## src/rtl/fetch_pkg.sv

```systemverilog
// Shared fetch-stage types and constants.
// Used by fetch_stage and, with FETCH_PERF_EN, its perf counters.
package fetch_pkg;

    localparam int DEFAULT_ADDR_W = 9;

    localparam logic [31:0] NOP_INSTR = 32'h0000_0013;

    typedef enum logic {
        EMPTY  = 1'b0,
        STREAM = 1'b1
    } fetch_state_e;

    typedef struct packed {
        logic        valid;
        logic [31:0] instr;
    } if_id_t;

endpackage

```

## src/rtl/sat_counter.sv

```systemverilog
// 16-bit saturating event counter with increment enable.
// Instantiated by fetch_stage when FETCH_PERF_EN is defined.
module sat_counter (
    input  logic        clk,
    input  logic        reset,
    input  logic        inc,
    output logic [15:0] count
);

    always_ff @(posedge clk or posedge reset) begin
        if (reset) begin
            count <= '0;
        end else if (inc && (count != 16'hFFFF)) begin
            count <= count + 16'd1;
        end
    end

endmodule

```

## src/rtl/fetch_stage.sv

```systemverilog
// Instruction fetch: PC, sync-read imem address, IF/ID register.
// Optional FETCH_PERF_EN adds fetch_cnt / bubble_cnt outputs.
module fetch_stage
    import fetch_pkg::*;
#(
    parameter int                ADDR_W   = DEFAULT_ADDR_W,
    parameter logic [ADDR_W-1:0] RESET_PC = '0
) (
    input  logic              clk,
    input  logic              reset,
    input  logic              stall,
    input  logic              redirect,
    input  logic [ADDR_W-1:0] redirect_target,
    output logic [ADDR_W-1:0] imem_addr,
    input  logic [31:0]       imem_rdata,
    output logic [31:0]       ifid_instr,
    output logic [ADDR_W-1:0] ifid_pc,
    output logic              ifid_valid
`ifdef FETCH_PERF_EN
    ,
    output logic [15:0]       fetch_cnt,
    output logic [15:0]       bubble_cnt
`endif
);

    fetch_state_e      state_q, state_d;
    logic [ADDR_W-1:0] pc_q, pc_d;
    logic [ADDR_W-1:0] infl_q, infl_d;
    logic [ADDR_W-1:0] ifid_pc_q, ifid_pc_d;
    if_id_t            ifid_q, ifid_d;
    logic              load_valid;
    logic              load_bubble;

    // Re-issuing the in-flight address keeps imem_rdata stable while stalled
    assign imem_addr  = stall ? infl_q : pc_q;
    assign ifid_instr = ifid_q.instr;
    assign ifid_valid = ifid_q.valid;
    assign ifid_pc    = ifid_pc_q;

    always_ff @(posedge clk or posedge reset) begin
        if (reset) begin
            state_q   <= EMPTY;
            pc_q      <= RESET_PC;
            infl_q    <= '0;
            ifid_pc_q <= '0;
            ifid_q    <= '{valid: 1'b0, instr: NOP_INSTR};
        end else begin
            state_q   <= state_d;
            pc_q      <= pc_d;
            infl_q    <= infl_d;
            ifid_pc_q <= ifid_pc_d;
            ifid_q    <= ifid_d;
        end
    end

    always_comb begin
        state_d     = state_q;
        pc_d        = pc_q;
        infl_d      = infl_q;
        ifid_pc_d   = ifid_pc_q;
        ifid_d      = ifid_q;
        load_valid  = 1'b0;
        load_bubble = 1'b0;
        priority case (1'b1)
            redirect: begin
                pc_d        = redirect_target;
                state_d     = EMPTY;
                ifid_d      = '{valid: 1'b0, instr: NOP_INSTR};
                load_bubble = 1'b1;
            end
            stall: begin
            end
            default: begin
                ifid_d.valid = (state_q == STREAM);
                ifid_d.instr = (state_q == STREAM) ? imem_rdata : NOP_INSTR;
                ifid_pc_d    = infl_q;
                infl_d       = pc_q;
                pc_d         = ADDR_W'(pc_q + 1'b1);
                state_d      = STREAM;
                load_valid   = (state_q == STREAM);
                load_bubble  = (state_q != STREAM);
            end
        endcase
    end

`ifdef FETCH_PERF_EN
    sat_counter u_fetch_cnt (
        .clk   (clk),
        .reset (reset),
        .inc   (load_valid),
        .count (fetch_cnt)
    );

    sat_counter u_bubble_cnt (
        .clk   (clk),
        .reset (reset),
        .inc   (load_bubble),
        .count (bubble_cnt)
    );
`else
    logic unused_perf;
    assign unused_perf = load_valid ^ load_bubble;
`endif

endmodule
```

## config.mk

```make
export PLATFORM = sky130hd
export DESIGN_NAME = fetch_stage
export DESIGN_NICKNAME = d
export VERILOG_FILES = /design/src/rtl/fetch_pkg.sv /design/src/rtl/sat_counter.sv /design/src/rtl/fetch_stage.sv
export SDC_FILE = /design/constraint.sdc
export NUM_CORES = 1
export LEC_CHECK = 0
export BUFFER_PORTS_ARGS = -buffer_cell sky130_fd_sc_hd__buf_2
export CAP_MARGIN = 20
export CORE_MARGIN = 2
export CORE_UTILIZATION = 48
export DETAILED_ROUTE_END_ITERATION = 6
export PLACE_DENSITY_LB_ADDON = 0.1
export SYNTH_ARGS = -nofsm -noshare
export SYNTH_HDL_FRONTEND = slang
export SYNTH_SLANG_ARGS = --single-unit
```

## constraint.sdc

```tcl
create_clock -name clk -period 1.8 [get_ports clk]
set_input_delay 0.09 -clock clk [delete_from_list [all_inputs] [get_ports clk]]
set_output_delay 0.09 -clock clk [all_outputs]
set_load 0.03 [all_outputs]
```

Word level (Yosys, flattened, before mapping)
Cells that the tools add are included.

$add $sub $neg: 1. Eq/ne operators: 1. Multiplexer cells: 8. Bitwise gates (word level): 2. Reductions and logical operators: 1.

Operators with widths (count): 33-bit two-way mux (2); 32-bit two-way mux (1); 9-bit two-way mux (3); 9-bit by 1-bit adder with 9-bit output (second input constant) (1); 1-bit two-way mux (2); 2-bit by 1-bit inequality test with 1-bit output (second input constant) (1); 1-bit inverter (2); 2-bit AND reduction (1).

Register bits: 61. Input port bits: 45. Output and inout port bits: 51. Word-level logic and storage cells: 19.

Longest topological paths before layout
Depth in word-level cells: 3. Mapped depth: 5. Depth with buffers taken out: 4.

Worst setup path after synthesis
OpenSTA, ideal clock, no wires.

Path kind: register to register. Start: reg pc_q[0]. End: reg pc_q[6]. Setup time: 0.069 ns. Data arrival time: 1.275 ns. Required time: 1.731 ns. Slack: 0.456 ns. Cell stages (with the launch flop): 5. Buffers on the path: 0. Period minus slack after synthesis: 1.344 ns. Cells stage by stage: dfrtp_1 -> ha_1 -> nand4b_2 -> or4_1 -> nand3_1.

Cells in the longest elaborated chain, start to end: 3.

Ends and longest elaborated chain: start, declared (RTL line fetch_stage.sv:27) `logic [ADDR_W-1:0] pc_q, pc_d;`; start signal, assigned (RTL line fetch_stage.sv:49) `pc_q <= pc_d;`; 9-bit by 1-bit adder with 9-bit output (RTL line fetch_stage.sv:78) `pc_d = ADDR_W'(pc_q + 1'b1);`; 9-bit two-way mux (2 in a row) (RTL line fetch_stage.sv:64) `priority case (1'b1)`.

Every way passes these cells. The select of a mux whose other input is x is not followed. A chain may end at the register's enable or synchronous reset.

Worst setup path after layout
Start: reg pc_q[0]. End: reg pc_q[8].

The elaborated chain is that of the path after synthesis.

==> flow_summary.toml <==
[run_status]
outcome = "completed"

[worst_setup_path]
cp_data_arrival_time_ns = 1.72
startpoint_type = "flop"
crit_start = "pc_q[0]"
end_kind = "flop"
crit_path_end = "pc_q[8]"
r2r_end = "pc_q[8]"
reg2reg_slack_ns = 0.33
path_max_fanout = 6
reg2reg_from = "pc_q[0]"
cp.required_ns = 2.06
critPathMaxStageDelay_ns = 0.50
ff2ff_path_depth = 4
crit_chain = "ha_1 > nand4b_2 > or4_1 > nand3_1"
critPathKind = "reg2reg"
crit_path_top_delay_cell = "or4_1"

[placed_design]
place_inst = 340
dpl_worst_slack_ns = 0.3347
dp_hpwl_mm = 3.390
port_buffers = 95
place_area_um2 = 3034
gp_congestion = 0.7355

[clocking]
cts_tree = "built"
ctsResizeCount = 0
numCtsBuffers = 9
root_buffer = "clkbuf_8"
clk_latency_ns = 0.32
cts.clk_slew.worst_paths_ns = 0.06
cts.path.max_buffers = 2
cts_sinks = 61
h-tree-depth = 3

[yosys]
ys.flop_type = "dfrtp_1"
synth_edf_count = 0
yosysWarnings = 0
synth_top_area_frac = 0.5835
synth_nets = 229
synth_cell_type_count = 29
yosysSeqAreaShare = 0.6152
synth_area_leaders = "dfrtp_1 58%, mux2_2 12%, a22o_1 10%, dfstp_2 3.2%, nand2_1 2.3%"
synth_async_sr_flop_share = 1.000
synth_most_common_cell = "dfrtp_1"
syn_avg_cell_area_um2 = 13.59
yosysTopAreaCell = "dfrtp_1"
synth_common_cells = "58 x dfrtp_1, 29 x a22o_1, 26 x mux2_2, 15 x nand2_1, 8 x buf_2"
ys_ff_latch = 61
syn-cell-area_um2 = 2487
synthCells = 183

[cells_and_area]
final_cell_area_um2 = 3590
nNetsFinal = 366
final-seq-area_um2 = 1530
multi_input_area_um2 = 894.6
final_core_util = 0.7119
areaGrowthSynthToFinish_pct = 44.32
layout.cells.non_filler = 394
fillCellCount = 362
drive_gt1_frac = 0.4537
diodes = 0

[timing]
relSlewSlack = 0.6684
fin_crit_ns = 1.467
setup_viol = 0
finalHoldViolations = 0
timing.hold.ws_ns = 0.008621
period_share = 0.8149
rsz0062_at_grt = "no"
drv_slew = 0
fin_skew_ns = 0.005028
tightest_slew_ns = 0.4973
setup_slack_ns = 0.3331
setup_tns_ns = 0
fmax_mhz = 681.7

[global_routing]
first_global_vias = 2045
grt_max_degree = 62
gr-usage-all-layers = 0.2146
grt_overflow_total = 0
antenna_found_initial = 0
grt_pass1_wl_mm = 9.839

[detailed_routing]
wl_mm = 5.876
via_count = 2016
drt_first_pass_iters = 4
postRouteAntennaNets = 0
drt_iter0_drc = 70
avgRoutedWirePerCell_um = 14.91
drc = 0
routed_via_density = 5.117

[floorplanning]
die_h_um = 75.99
ios = 96
start_util = 0.4933
num_rows = 26
core_um2 = 5042
die_area_um2 = 5774
die_x_um = 75.99

[pwr]
p_total_mw = 3.397
powerDensity_nw_per_um2 = 946.2
leakage_nw = 1.817
ir_drop_uv = 596.2

[hold_path]
hp-class = "in2reg"

[job]
maxCapViolCount = 0
-- power breakdown --
| group | switching [mW] | internal, mW |
|---|---|---|
| registers | 0.0997 | 1.52 |
| clock network | 0.488 | 0.518 |
| logic | 0.448 | 0.324 |
| total | 1.04 | 2.36 |
-- placed cells by master (no fill, tap or decap), types with 4 or more instances in the layout --
cell type and count:
buf_2 95, dfrtp_1 58, dlygate4sd3_1 39, a22o_1 29, mux2_2 26, nand2_1 15, clkbuf_8 10, o21ai_0 5
or4_1 4, nand3_1 4, clkinv_2 4
-- routing by layer --
metal | track usage | routed length, µm | up-vias
met5 | 0 | 0 | -
met4 | 0.1018 | 108 | 0
met3 | 0.04502 | 293 | 11
met2 | 0.3438 | 2845 | 65
met1 | 0.2824 | 2628 | 980
li1 | - | - | 960
-- what timing repair did --
item                                   CTS  global route
setup buffers                            0             0
endpoints found under the hold margin   96             0
hold buffers                            39             0
-- area by class of cell --
cell class              count  area share
flip-flops and latches     61      0.4263
repair buffers            137      0.2510
multi-input cells         108      0.2492
clock buffers              10     0.03834
well taps                  70     0.02440
clock inverters             5    0.007668
inverters                   3    0.003137
-- worst min path at each step --
stage / start / end / cells past startpoint
final: redirect_target[8] / pc_q[8] / 3
after global routing: redirect_target[8] / pc_q[8] / 3
after CTS: redirect_target[8] / pc_q[8] / 3
after detailed placement: reset / ifid_instr[2] / 3
after global placement: reset / ifid_instr[27] / 3
after floorplan: redirect_target[5] / pc_q[5] / 2
-- worst max-delay path: cells and delay by family, from the launching register on --
kind / cells / cell delay, ns
adder cells (fa/ha/maj): 1 / 0.22
AND/OR/NAND/NOR: 3 / 0.75
flip-flops: 1 / 0.44
-- logic make-up (layout without fill, tap and decap cells) --
family / Yosys count / count (layout) / share of synthesized area
multiplexers: 27 / 27 / 0.1217
adder cells (fa/ha/maj): 1 / 1 / 0.005029
flip-flops: 61 / 61 / 0.6152
XOR/XNOR: 4 / 4 / 0.01409
AND/OR/NAND/NOR: 33 / 33 / 0.07645
buffers and inverters: 14 / 155 / 0.02817
AO/OA/AOI/OAI: 43 / 43 / 0.1393
-- sequential cells by signal, indices dropped and copies added, names as in the netlist --
signal / count
state_q: 1
ifid_instr: 32
ifid_valid: 1
pc_q: 9
ifid_pc: 9
infl_q: 9
Power figures use the tool's default switching activity.
